`src/rtl/aes_round_sequencer.sv`:
```
// -----------------------------------------------------------------------------
// aes_round_sequencer
//
// Top-level control FSM for the AES encrypt datapath. It runs the HLS children
// AddRoundKey (ark), SubBytes (sb), ShiftRows (sr) and MixColumns (mc) one at a
// time over the shared statemt array. Because only one child is ever started,
// the statemt memory ports never see two masters.
//
// Round sequence for one encryption (NR rounds):
//   ARK(0), { SB, SR, MC, ARK(r) } for r = 1..NR-1, SB, SR, ARK(NR)
//   The final round skips MixColumns.
//
// Parameters
//   NR       number of AES rounds (10/12/14); must be 1..63 (6-bit round index)
//   TIMEOUT  max cycles per child invocation before abort; 0 disables it
//
// Ports
//   ap_clk                 clock, all logic on rising edge
//   ap_rst                 synchronous active-high reset
//   ap_start               start one encryption (sampled only in IDLE)
//   ap_done / ap_ready     one-cycle pulse at end of encryption or abort
//   ap_idle                high in IDLE while ap_start is low
//   ap_err                 qualifies ap_done: 1 = watchdog abort
//   round                  current round index 0..NR
//   ark_start / ark_done   AddRoundKey handshake, ark_n = round key index
//   sb_start  / sb_done    SubBytes handshake
//   sr_start  / sr_done    ShiftRows handshake
//   mc_start  / mc_done    MixColumns handshake
// -----------------------------------------------------------------------------
module aes_round_sequencer #(
  parameter int NR      = 10,
  parameter int TIMEOUT = 1023
) (
  input  logic       ap_clk,
  input  logic       ap_rst,
  input  logic       ap_start,
  output logic       ap_done,
  output logic       ap_idle,
  output logic       ap_ready,
  output logic       ap_err,
  output logic [5:0] round,
  output logic       ark_start,
  input  logic       ark_done,
  output logic [5:0] ark_n,
  output logic       sb_start,
  input  logic       sb_done,
  output logic       sr_start,
  input  logic       sr_done,
  output logic       mc_start,
  input  logic       mc_done
);

  typedef enum logic [2:0] {
    S_IDLE = 3'd0,
    S_ARK  = 3'd1,
    S_SB   = 3'd2,
    S_SR   = 3'd3,
    S_MC   = 3'd4,
    S_DONE = 3'd5,
    S_ERR  = 3'd6
  } state_t;

  // Watchdog is wide enough to hold TIMEOUT-1; it never needs to reach
  // TIMEOUT itself because the abort fires while it still reads TIMEOUT-1.
  localparam int               WD_W    = (TIMEOUT < 2) ? 1 : $clog2(TIMEOUT + 1);
  localparam logic [WD_W-1:0]  WD_LAST = WD_W'((TIMEOUT < 1) ? 0 : TIMEOUT - 1);
  localparam logic [5:0]       NR_L    = 6'(NR);
  localparam bit               WD_EN   = (TIMEOUT != 0);

  state_t          state_reg;
  state_t          state_next;
  logic [5:0]      round_reg;
  logic [5:0]      round_next;
  logic [WD_W-1:0] wd_reg;

  logic            ark_start_reg;
  logic            sb_start_reg;
  logic            sr_start_reg;
  logic            mc_start_reg;
  logic            ap_done_reg;
  logic            ap_err_reg;

  logic            busy;
  logic            timeout_hit;

  assign busy = (state_reg == S_ARK) || (state_reg == S_SB) ||
                (state_reg == S_SR)  || (state_reg == S_MC);

  // Fires in the TIMEOUT-th cycle of a child invocation. A done in that same
  // cycle is checked first in the next-state logic, so done wins the tie.
  assign timeout_hit = WD_EN && busy && (wd_reg == WD_LAST);

  // ---------------------------------------------------------------------------
  // Next-state and round logic. Each child's done is only looked at in that
  // child's own state, so stray done pulses from idle children are ignored.
  // ---------------------------------------------------------------------------
  always_comb begin
    state_next = state_reg;
    round_next = round_reg;
    unique case (state_reg)
      S_IDLE: begin
        if (ap_start) begin
          state_next = S_ARK;
          round_next = 6'd0;
        end
      end
      S_ARK: begin
        if (ark_done) begin
          if (round_reg == NR_L) begin
            state_next = S_DONE;
          end else begin
            round_next = round_reg + 6'd1;
            state_next = S_SB;
          end
        end else if (timeout_hit) begin
          state_next = S_ERR;
        end
      end
      S_SB: begin
        if (sb_done) begin
          state_next = S_SR;
        end else if (timeout_hit) begin
          state_next = S_ERR;
        end
      end
      S_SR: begin
        if (sr_done) begin
          // Final round goes straight to the last AddRoundKey.
          state_next = (round_reg == NR_L) ? S_ARK : S_MC;
        end else if (timeout_hit) begin
          state_next = S_ERR;
        end
      end
      S_MC: begin
        if (mc_done) begin
          state_next = S_ARK;
        end else if (timeout_hit) begin
          state_next = S_ERR;
        end
      end
      // ap_start is deliberately ignored here; it is re-sampled in IDLE.
      S_DONE:  state_next = S_IDLE;
      S_ERR:   state_next = S_IDLE;
      default: state_next = S_IDLE;
    endcase
  end

  // ---------------------------------------------------------------------------
  // State, counters and registered outputs. The start/done outputs are decoded
  // from state_next so that, once registered, they equal a decode of the
  // current state: a start is high for the entire stay in its state and drops
  // in the cycle after its done was sampled.
  // ---------------------------------------------------------------------------
  always_ff @(posedge ap_clk) begin
    if (ap_rst) begin
      state_reg     <= S_IDLE;
      round_reg     <= 6'd0;
      wd_reg        <= '0;
      ark_start_reg <= 1'b0;
      sb_start_reg  <= 1'b0;
      sr_start_reg  <= 1'b0;
      mc_start_reg  <= 1'b0;
      ap_done_reg   <= 1'b0;
      ap_err_reg    <= 1'b0;
    end else begin
      state_reg <= state_next;
      round_reg <= round_next;

      if (state_next != state_reg) begin
        wd_reg <= '0;
      end else if (busy) begin
        wd_reg <= wd_reg + 1'b1;
      end

      ark_start_reg <= (state_next == S_ARK);
      sb_start_reg  <= (state_next == S_SB);
      sr_start_reg  <= (state_next == S_SR);
      mc_start_reg  <= (state_next == S_MC);
      ap_done_reg   <= (state_next == S_DONE) || (state_next == S_ERR);
      ap_err_reg    <= (state_next == S_ERR);
    end
  end

  assign ark_start = ark_start_reg;
  assign sb_start  = sb_start_reg;
  assign sr_start  = sr_start_reg;
  assign mc_start  = mc_start_reg;
  assign ap_done   = ap_done_reg;
  assign ap_ready  = ap_done_reg;
  assign ap_err    = ap_err_reg;
  assign ap_idle   = (state_reg == S_IDLE) && !ap_start;
  assign round     = round_reg;
  assign ark_n     = round_reg;

endmodule

```
`config.mk`:
```
export PLATFORM = sky130hd
export DESIGN_NAME = aes_round_sequencer
export DESIGN_NICKNAME = d
export VERILOG_FILES = /design/src/rtl/aes_round_sequencer.sv
export SDC_FILE = /design/constraint.sdc
export NUM_CORES = 1
export LEC_CHECK = 0
export CAP_MARGIN = 5
export CELL_PAD_IN_SITES_DETAIL_PLACEMENT = 1
export CELL_PAD_IN_SITES_GLOBAL_PLACEMENT = 1
export CORE_ASPECT_RATIO = 0.8
export CORE_MARGIN = 2
export CORE_UTILIZATION = 34
export DETAILED_ROUTE_END_ITERATION = 10
export GPL_ROUTABILITY_DRIVEN = 0
export PLACE_DENSITY_LB_ADDON = 0.1
export SLEW_MARGIN = 20
export SYNTH_ARGS = -nofsm -noshare
export SYNTH_HDL_FRONTEND = slang
export SYNTH_SLANG_ARGS = --single-unit
export TNS_END_PERCENT = 10
```
`constraint.sdc`:
```
create_clock -name ap_clk -period 2.05 [get_ports ap_clk]
set_clock_uncertainty 0.1 [all_clocks]
set_input_delay 0.615 -clock ap_clk [delete_from_list [all_inputs] [get_ports ap_clk]]
set_output_delay 0.615 -clock ap_clk [all_outputs]
set_load 0.05 [all_outputs]
```
==> results of run 1 <==
## cells in the final DEF (no fill, tap or decap), types with 3 or more instances in the layout
cell and count:
sky130_fd_sc_hd__ha_1 3, sky130_fd_sc_hd__nand2_1 13, sky130_fd_sc_hd__buf_6 4, sky130_fd_sc_hd__nor2_1 26, sky130_fd_sc_hd__nor2b_1 4, sky130_fd_sc_hd__a21o_1 3
sky130_fd_sc_hd__a21oi_1 5, sky130_fd_sc_hd__buf_12 4, sky130_fd_sc_hd__buf_4 45, sky130_fd_sc_hd__xnor2_1 3, sky130_fd_sc_hd__clkbuf_8 3, sky130_fd_sc_hd__dfxtp_2 4
sky130_fd_sc_hd__nand4_1 6, sky130_fd_sc_hd__dlygate4sd2_1 3, sky130_fd_sc_hd__dfxtp_4 4, sky130_fd_sc_hd__xor2_1 10, sky130_fd_sc_hd__inv_1 4, sky130_fd_sc_hd__dfxtp_1 17
sky130_fd_sc_hd__nand3_1 5
## routing by layer
layer / part of all wire, % / vias up / global-route usage, %
li1: - / 682 / -
met1: 46 / 664 / 24.64
met2: 50 / 19 / 32.02
met3: 2.8 / 5 / 3.052
met4: 0.55 / 0 / 2.727
met5: 0 / - / 0
## area by class of cell
type / instances / area, µm² / share of cell area (%)
clock buffer: 3 / 41.29 / 1.975
clock inverter: 1 / 5.005 / 0.2394
inverter: 5 / 21.27 / 1.017
multi-input combinational: 125 / 922.1 / 44.11
sequential: 25 / 520.5 / 24.90
tap: 57 / 71.32 / 3.411
timing repair buffer: 58 / 509.2 / 24.36
## logic make-up after synthesis
group	Yosys count	share of synthesized area, %
compound gates	28	14.58
flops	25	34.72
xor+xnor	13	7.899
mux	2	1.389
fa+ha+maj	4	3.472
simple gates	77	28.82
buf+inv	20	9.114
## worst max path at each step
stage | from | end | slack [ns]
after floorplan | ark_n[0]$_SDFFE_PP0P_ | wd_reg[1]$_SDFFE_PP0P_ | -0.05
after global placement | ark_done | wd_reg[1]$_SDFFE_PP0P_ | -0.51
after detailed placement | ark_done | wd_reg[1]$_SDFFE_PP0P_ | -0.51
after CTS | ark_n[0]$_SDFFE_PP0P_ | wd_reg[1]$_SDFFE_PP0P_ | -0.09
after global routing | ark_n[0]$_SDFFE_PP0P_ | mc_start$_SDFF_PP0_ | -0.12
final | ark_n[0]$_SDFFE_PP0P_ | wd_reg[1]$_SDFFE_PP0P_ | -0.06
## worst min-delay path, delay by kind of cell (launching register included)
family           cells  cell delay [ns]
flip-flops           1             0.36
XOR/XNOR             1             0.08
AND/OR/NAND/NOR      1             0.08
## repair_timing
action	CTS	global route
buffers inserted	2	0
pin swaps	14	10
endpoints found under the setup margin	22	18
resized for setup	22	12
gates cloned	1	0
## power breakdown
part / internal (mW) / switching, mW
Sequential: 0.493 / 0.0143
Clock: 0.137 / 0.173
Combinational: 0.133 / 0.147
==> run_results.csv, run 1 <==
group,metric,value,unit
status,status,"finished, violations left",
status,failed_checks,"setup timing",
timing,final_critical_path_setup_slack,-0.05663,ns
synthesis,netlist_top_cells_area,"sky130_fd_sc_hd__dfxtp_1 35%, sky130_fd_sc_hd__nor2_1 6.8%, sky130_fd_sc_hd__xor2_1 6.1%",
cells_and_area,largest_reg_flops,10,
critical_path,cp-start-kind,"register",
min_path,hold_sp,"wd_reg[8]$_SDFFE_PP0P_",
clock_network,numCtsBuffers,3,
place,place_worst_setup_slack,-0.5088,ns
timing,totalNegativeSetupSlack,-0.2666,ns
detailed_routing,first_pass_iters,4,
critical_path,criticalPathCategory,"register to register",
critical_path,critical_path.reg2reg.endpoint,"wd_reg[1]$_SDFFE_PP0P_",
timing,worst_slew_margin_rel,74.40,%
floorplanning,die_height,62.24,µm
timing,whs,0.4482,ns
cells_and_area,post-route-util,50.68,%
critical_path,worst-path-buf-inv,1,
synthesis,synth_seq_cells,25,
critical_path,cp.arrival,2.22,ns
critical_path,r2r-start,"ark_n[0]$_SDFFE_PP0P_",
critical_path,cp_slowest_stage_delay,0.36,ns
clock_network,cts.reportedPaths.clkPinSlew,0.10,ns
cells_and_area,fraction_of_layout_instances_using_a_drive_strength_above_1,40.55,%
global_route,overflow,0,
cells_and_area,antenna_cells,0,
detailed_routing,post-route-drc-count,0,
clock_network,clk_path_buf_depth,2,
floorplanning,core_area,0.004125,mm²
global_route,grt_first_pass_wirelength,7.120,mm
cells_and_area,post-route-cell-area,0.002091,mm²
floorplanning,start_util,34.94,%
min_path,holdCritPathClass,"register to register",
critical_path,path_cells,"inv_4 -> ha_4 -> nand4bb_1 -> or2_4 -> mux2i_1 -> a211o_1 -> a211o_4 -> a211oi_2",
critical_path,critical_path.endpoint_type,"register",
pwr,power_density,524.7,mW/mm²
synthesis,synthMostInstantiatedCell,"sky130_fd_sc_hd__nor2_1",
place,place.detailed.hpwl,3.063,mm
detailed_routing,drt_first_iter_violations,32,
place,dp.cells,267,
clock_network,clk_latency,0.28,ns
synthesis,synth_nets,180,
clock_network,htree_num_levels,1,
synthesis,netlist_area,0.001441,mm²
critical_path,crit_cells,8,
job,max_cap_viol,0,
critical_path,critical_path_slowest_stage_cell,"sky130_fd_sc_hd__dfxtp_4",
critical_path,worst_path_maximum_fanout,6,
clock_network,tritoncts,"yes",
global_route,grt_util_all_layers,18.47,%
timing,grt_setup_unrepaired,"true",
pwr,leakage,0.8559,nW
floorplanning,ios,27,
critical_path,critical_path.top_delay_family,"compound AO/OA/AOI/OAI gates",
clock_network,clock_sinks,25,
critical_path,r2r_setup_slack,-0.06,ns
critical_path,worst-r2r-cell-count,8,
min_path,timing.hold.worst_endpoint,"wd_reg[8]$_SDFFE_PP0P_",
timing,timing.final.setup_violations,12,
cells_and_area,final.fill_count,501,
synthesis,synth_top_area_cell,"sky130_fd_sc_hd__dfxtp_1",
synthesis,synth_enable_flop_cells,0,
detailed_routing,average_wire_per_standard_cell,15.20,µm
global_route,initial_antenna_violation_count,0,
cells_and_area,areaGrowthSynthToFinish,45.05,%
critical_path,worst-endpoint-required,2.16,ns
floorplanning,total_die_area,0.004779,mm²
synthesis,synth_top_flop_cell,"sky130_fd_sc_hd__dfxtp_1",
synthesis,synth_top_area_share,34.72,%
timing,timing_hold_violations_final,0,
place,placed_instance_area,0.001924,mm²
pwr,ir_worst_vdd,0.3391,mV
floorplanning,dieWidth,76.80,µm
synthesis,avgSynthCellArea,8.529,µm²
detailed_routing,ant_nets,0,
synthesis,yosys_warnings,0,
clock_network,postCtsHoldBufs,0,
synthesis,netlist_top_cells_count,"26 x sky130_fd_sc_hd__nor2_1, 25 x sky130_fd_sc_hd__dfxtp_1, 15 x sky130_fd_sc_hd__nand2_1",
cells_and_area,final_cells,274,
synthesis,synth.distinct_cells,48,
timing,pins_over_slew_limit,0,
cells_and_area,fin_nets,229,
detailed_routing,routed_wl,4.164,mm
synthesis,synthArstFlopShare,0,%
min_path,min_delay_path_depth,2,
floorplanning,fp-row-count,21,
detailed_routing,via_count,1370,
detailed_routing,vias_per_cell,5.000,
clock_network,clockRootBuffer,"sky130_fd_sc_hd__clkbuf_8",
global_route,pin_count_of_the_biggest_net_entering_global_routing,15,
place,io_buffer_count,26,
synthesis,synth-seq-area-share,34.72,%
timing,worstMarginPinSlew,0.3833,ns
pwr,total_power,1.097,mW
global_route,vias_in_the_first_global_route,1476,
synthesis,postSynthCellCount,169,
timing,fin_crit_sh,102.8,%
timing,achievable-frequency,474.7,MHz
timing,final_period_minus_worst_setup_slack,2.107,ns
Power figures use the tool's default switching activity.
==> run 2, diff against run 1 <==
==> constraint.sdc (replaced) <==
create_clock -name ap_clk -period 1.85 [get_ports ap_clk]
set_clock_uncertainty 0.1 [all_clocks]
set_input_delay 0.555 -clock ap_clk [delete_from_list [all_inputs] [get_ports ap_clk]]
set_output_delay 0.555 -clock ap_clk [all_outputs]
set_load 0.05 [all_outputs]
==> run 2 against run 1 <==
Effect of this change: the run still ends with setup timing left; maximum frequency decreased by 1.9%; global-route usage increased by 1.2 points; via count increased by 4.6%; non-clock buffer count increased by 13; critical endpoint unchanged.
==> run_results.csv, run 2 (synthesized netlist as in run 1, its figures left out) <==
group,metric,value,unit
status,status,"finished, violations left",
status,failed_checks,"setup timing",
critical_path,worst-endpoint-required,1.96,ns
detailed_routing,post-route-drc-count,0,
timing,final_period_minus_worst_setup_slack,2.146,ns
place,place.detailed.hpwl,3.293,mm
pwr,cell_internal_power_dissipation,0.8771,mW
detailed_routing,met2WireLength,2.379,mm
pwr,ir_worst_vdd,0.3199,mV
cells_and_area,fin_nets,242,
min_path,hold_sp,"wd_reg[4]$_SDFFE_PP0P_",
critical_path,r2r_setup_slack,-0.30,ns
cells_and_area,final_cell_mix,"41 x sky130_fd_sc_hd__buf_4, 26 x sky130_fd_sc_hd__nor2_1, 20 x sky130_fd_sc_hd__buf_12, 17 x sky130_fd_sc_hd__dfxtp_1, 11 x sky130_fd_sc_hd__nand2_1",
floorplanning,dieWidth,76.80,µm
min_path,min_delay_path_depth,2,
pwr,power_frac_seq,44.6,%
detailed_routing,drt_first_iter_violations,43,
clock_network,clockRootBuffer,"sky130_fd_sc_hd__clkbuf_8",
timing,pins_over_slew_limit,0,
cells_and_area,areaGrowthSynthToFinish,68.14,%
clock_network,cts.reportedPaths.clkPinSlew,0.09,ns
timing,grt_setup_unrepaired,"true",
timing,final_critical_path_setup_slack,-0.2963,ns
place,io_buffer_count,26,
detailed_routing,routed-wl-met3,119,µm
cells_and_area,post-route-util,58.75,%
timing,timing.final.setup_violations,25,
global_route,overflow,0,
detailed_routing,via_count,1433,
pwr,leakage,0.9678,nW
pwr,netSwitchingFraction,30.29,%
clock_network,numCtsBuffers,3,
clock_network,postCtsHoldBufs,0,
critical_path,critical_path.endpoint_type,"register",
cells_and_area,fraction_of_layout_instances_using_a_drive_strength_above_1,47.39,%
floorplanning,total_die_area,0.004779,mm²
detailed_routing,average_wire_per_standard_cell,16.56,µm
cells_and_area,commonest_non_fill_non_tap_cell_in_the_layout,"sky130_fd_sc_hd__buf_4",
timing,fin_crit_sh,116.0,%
clock_network,clk_latency,0.27,ns
critical_path,r2r-start,"ark_n[0]$_SDFFE_PP0P_",
min_path,timing.hold.worst_endpoint,"wd_reg[4]$_SDFFE_PP0P_",
detailed_routing,dr.max_layer_used,"met4",
pwr,total_power,1.258,mW
critical_path,worst_path_maximum_fanout,5,
clock_network,clk_path_buf_depth,2,
pwr,power_density,519.2,mW/mm²
critical_path,cp-start-kind,"register",
detailed_routing,ant_nets,0,
global_route,grt_util_all_layers,19.69,%
cells_and_area,largest_reg_flops,10,
global_route,initial_antenna_violation_count,0,
detailed_routing,vias_per_cell,4.993,
critical_path,cp.arrival,2.25,ns
clock_network,tritoncts,"yes",
detailed_routing,routed_wl,4.753,mm
timing,whs,0.4543,ns
clock_network,clock_sinks,25,
pwr,comb_power_share,29.1,%
clock_network,htree_num_levels,1,
job,max_cap_viol,0,
place,dp.cells,274,
timing,worstMarginPinSlew,0.3669,ns
detailed_routing,first_pass_iters,4,
floorplanning,fp-row-count,21,
timing,achievable-frequency,465.9,MHz
global_route,vias_in_the_first_global_route,1505,
critical_path,worst-r2r-cell-count,8,
global_route,pin_count_of_the_biggest_net_entering_global_routing,15,
min_path,holdCritPathClass,"register to register",
pwr,switchingPower,0.3811,mW
critical_path,criticalPathCategory,"register to register",
timing,worst_slew_margin_rel,75.54,%
floorplanning,start_util,34.94,%
floorplanning,core_area,0.004125,mm²
detailed_routing,drt-met1-wl,2.152,mm
cells_and_area,antenna_cells,0,
timing,timing_hold_violations_final,0,
floorplanning,die_height,62.24,µm
pwr,p_clk_share,26.3,%
cells_and_area,final_cells,287,
floorplanning,ios,27,
critical_path,critical_path.reg2reg.endpoint,"wd_reg[1]$_SDFFE_PP0P_",
global_route,grt_first_pass_wirelength,7.534,mm
[run 2: cell type report]
class                           count  area, µm²
Timing Repair Buffer               71      814.5
Inverter                            5      21.27
Multi-Input combinational cell    125      947.2
Clock buffer                        3      41.29
Sequential cell                    25      523.0
Tap cell                           57      71.32
Clock inverter                      1      5.005
Fill cell                         487       1702
[run 2: worst max-delay path by stage]
stage / cells past startpoint / from / end
floorplan: 10 / ark_n[0]$_SDFFE_PP0P_ / wd_reg[1]$_SDFFE_PP0P_
global placement: 7 / ark_done / wd_reg[1]$_SDFFE_PP0P_
detailed placement: 7 / mc_done / wd_reg[1]$_SDFFE_PP0P_
CTS: 8 / ark_n[0]$_SDFFE_PP0P_ / wd_reg[1]$_SDFFE_PP0P_
global route: 8 / ark_n[0]$_SDFFE_PP0P_ / wd_reg[1]$_SDFFE_PP0P_
finish: 8 / ark_n[0]$_SDFFE_PP0P_ / wd_reg[1]$_SDFFE_PP0P_
[run 2: timing repair]
item / 4_1_cts / 5_1_grt
pin swaps: 12 / 21
setup buffers: 3 / 5
endpoints found under the setup margin: 26 / 26
gates resized for setup: 19 / 24
gates cloned: 1 / 0
[run 2: worst max-delay path: stages (launching register included)]
cell,delay [ns]
sky130_fd_sc_hd__dfxtp_4,0.36
sky130_fd_sc_hd__inv_4,0.05
sky130_fd_sc_hd__ha_4,0.12
sky130_fd_sc_hd__nand4bb_1,0.13
sky130_fd_sc_hd__or2_4,0.30
sky130_fd_sc_hd__mux2i_2,0.19
sky130_fd_sc_hd__a211o_1,0.37
sky130_fd_sc_hd__a211o_4,0.32
sky130_fd_sc_hd__a211oi_2,0.14
[run 2: power groups by stage]
stage	clock [mW]	sequential [mW]	combinational (mW)
floorplan	0	0.588	0.145
global placement	0	0.573	0.287
finish	0.331	0.561	0.366
detailed placement	0	0.574	0.296
CTS	0.339	0.563	0.324
global route	0.372	0.563	0.393
[run 2: per-layer routing]
| layer | GRT usage (%) | up-vias |
|---|---|---|
| met2 | 32.79 | 19 |
| met1 | 26.49 | 702 |
| met5 | 0 | - |
| met4 | 4.318 | 0 |
| met3 | 3.779 | 10 |
| li1 | - | 702 |
[run 2: through the flow]
| step | TNS [ns] | cell area, µm² | setup slack (ns) |
|---|---|---|---|
| after floorplan | -2.993 | 1480 | -0.2466 |
| after global placement | -12.76 | 2177 | -0.6462 |
| after detailed placement | -13.60 | 2177 | -0.6590 |
| after CTS | -4.879 | 2297 | -0.2926 |
| after global routing | -7.219 | 2424 | -0.3887 |
| final | -4.486 | 2424 | -0.2963 |
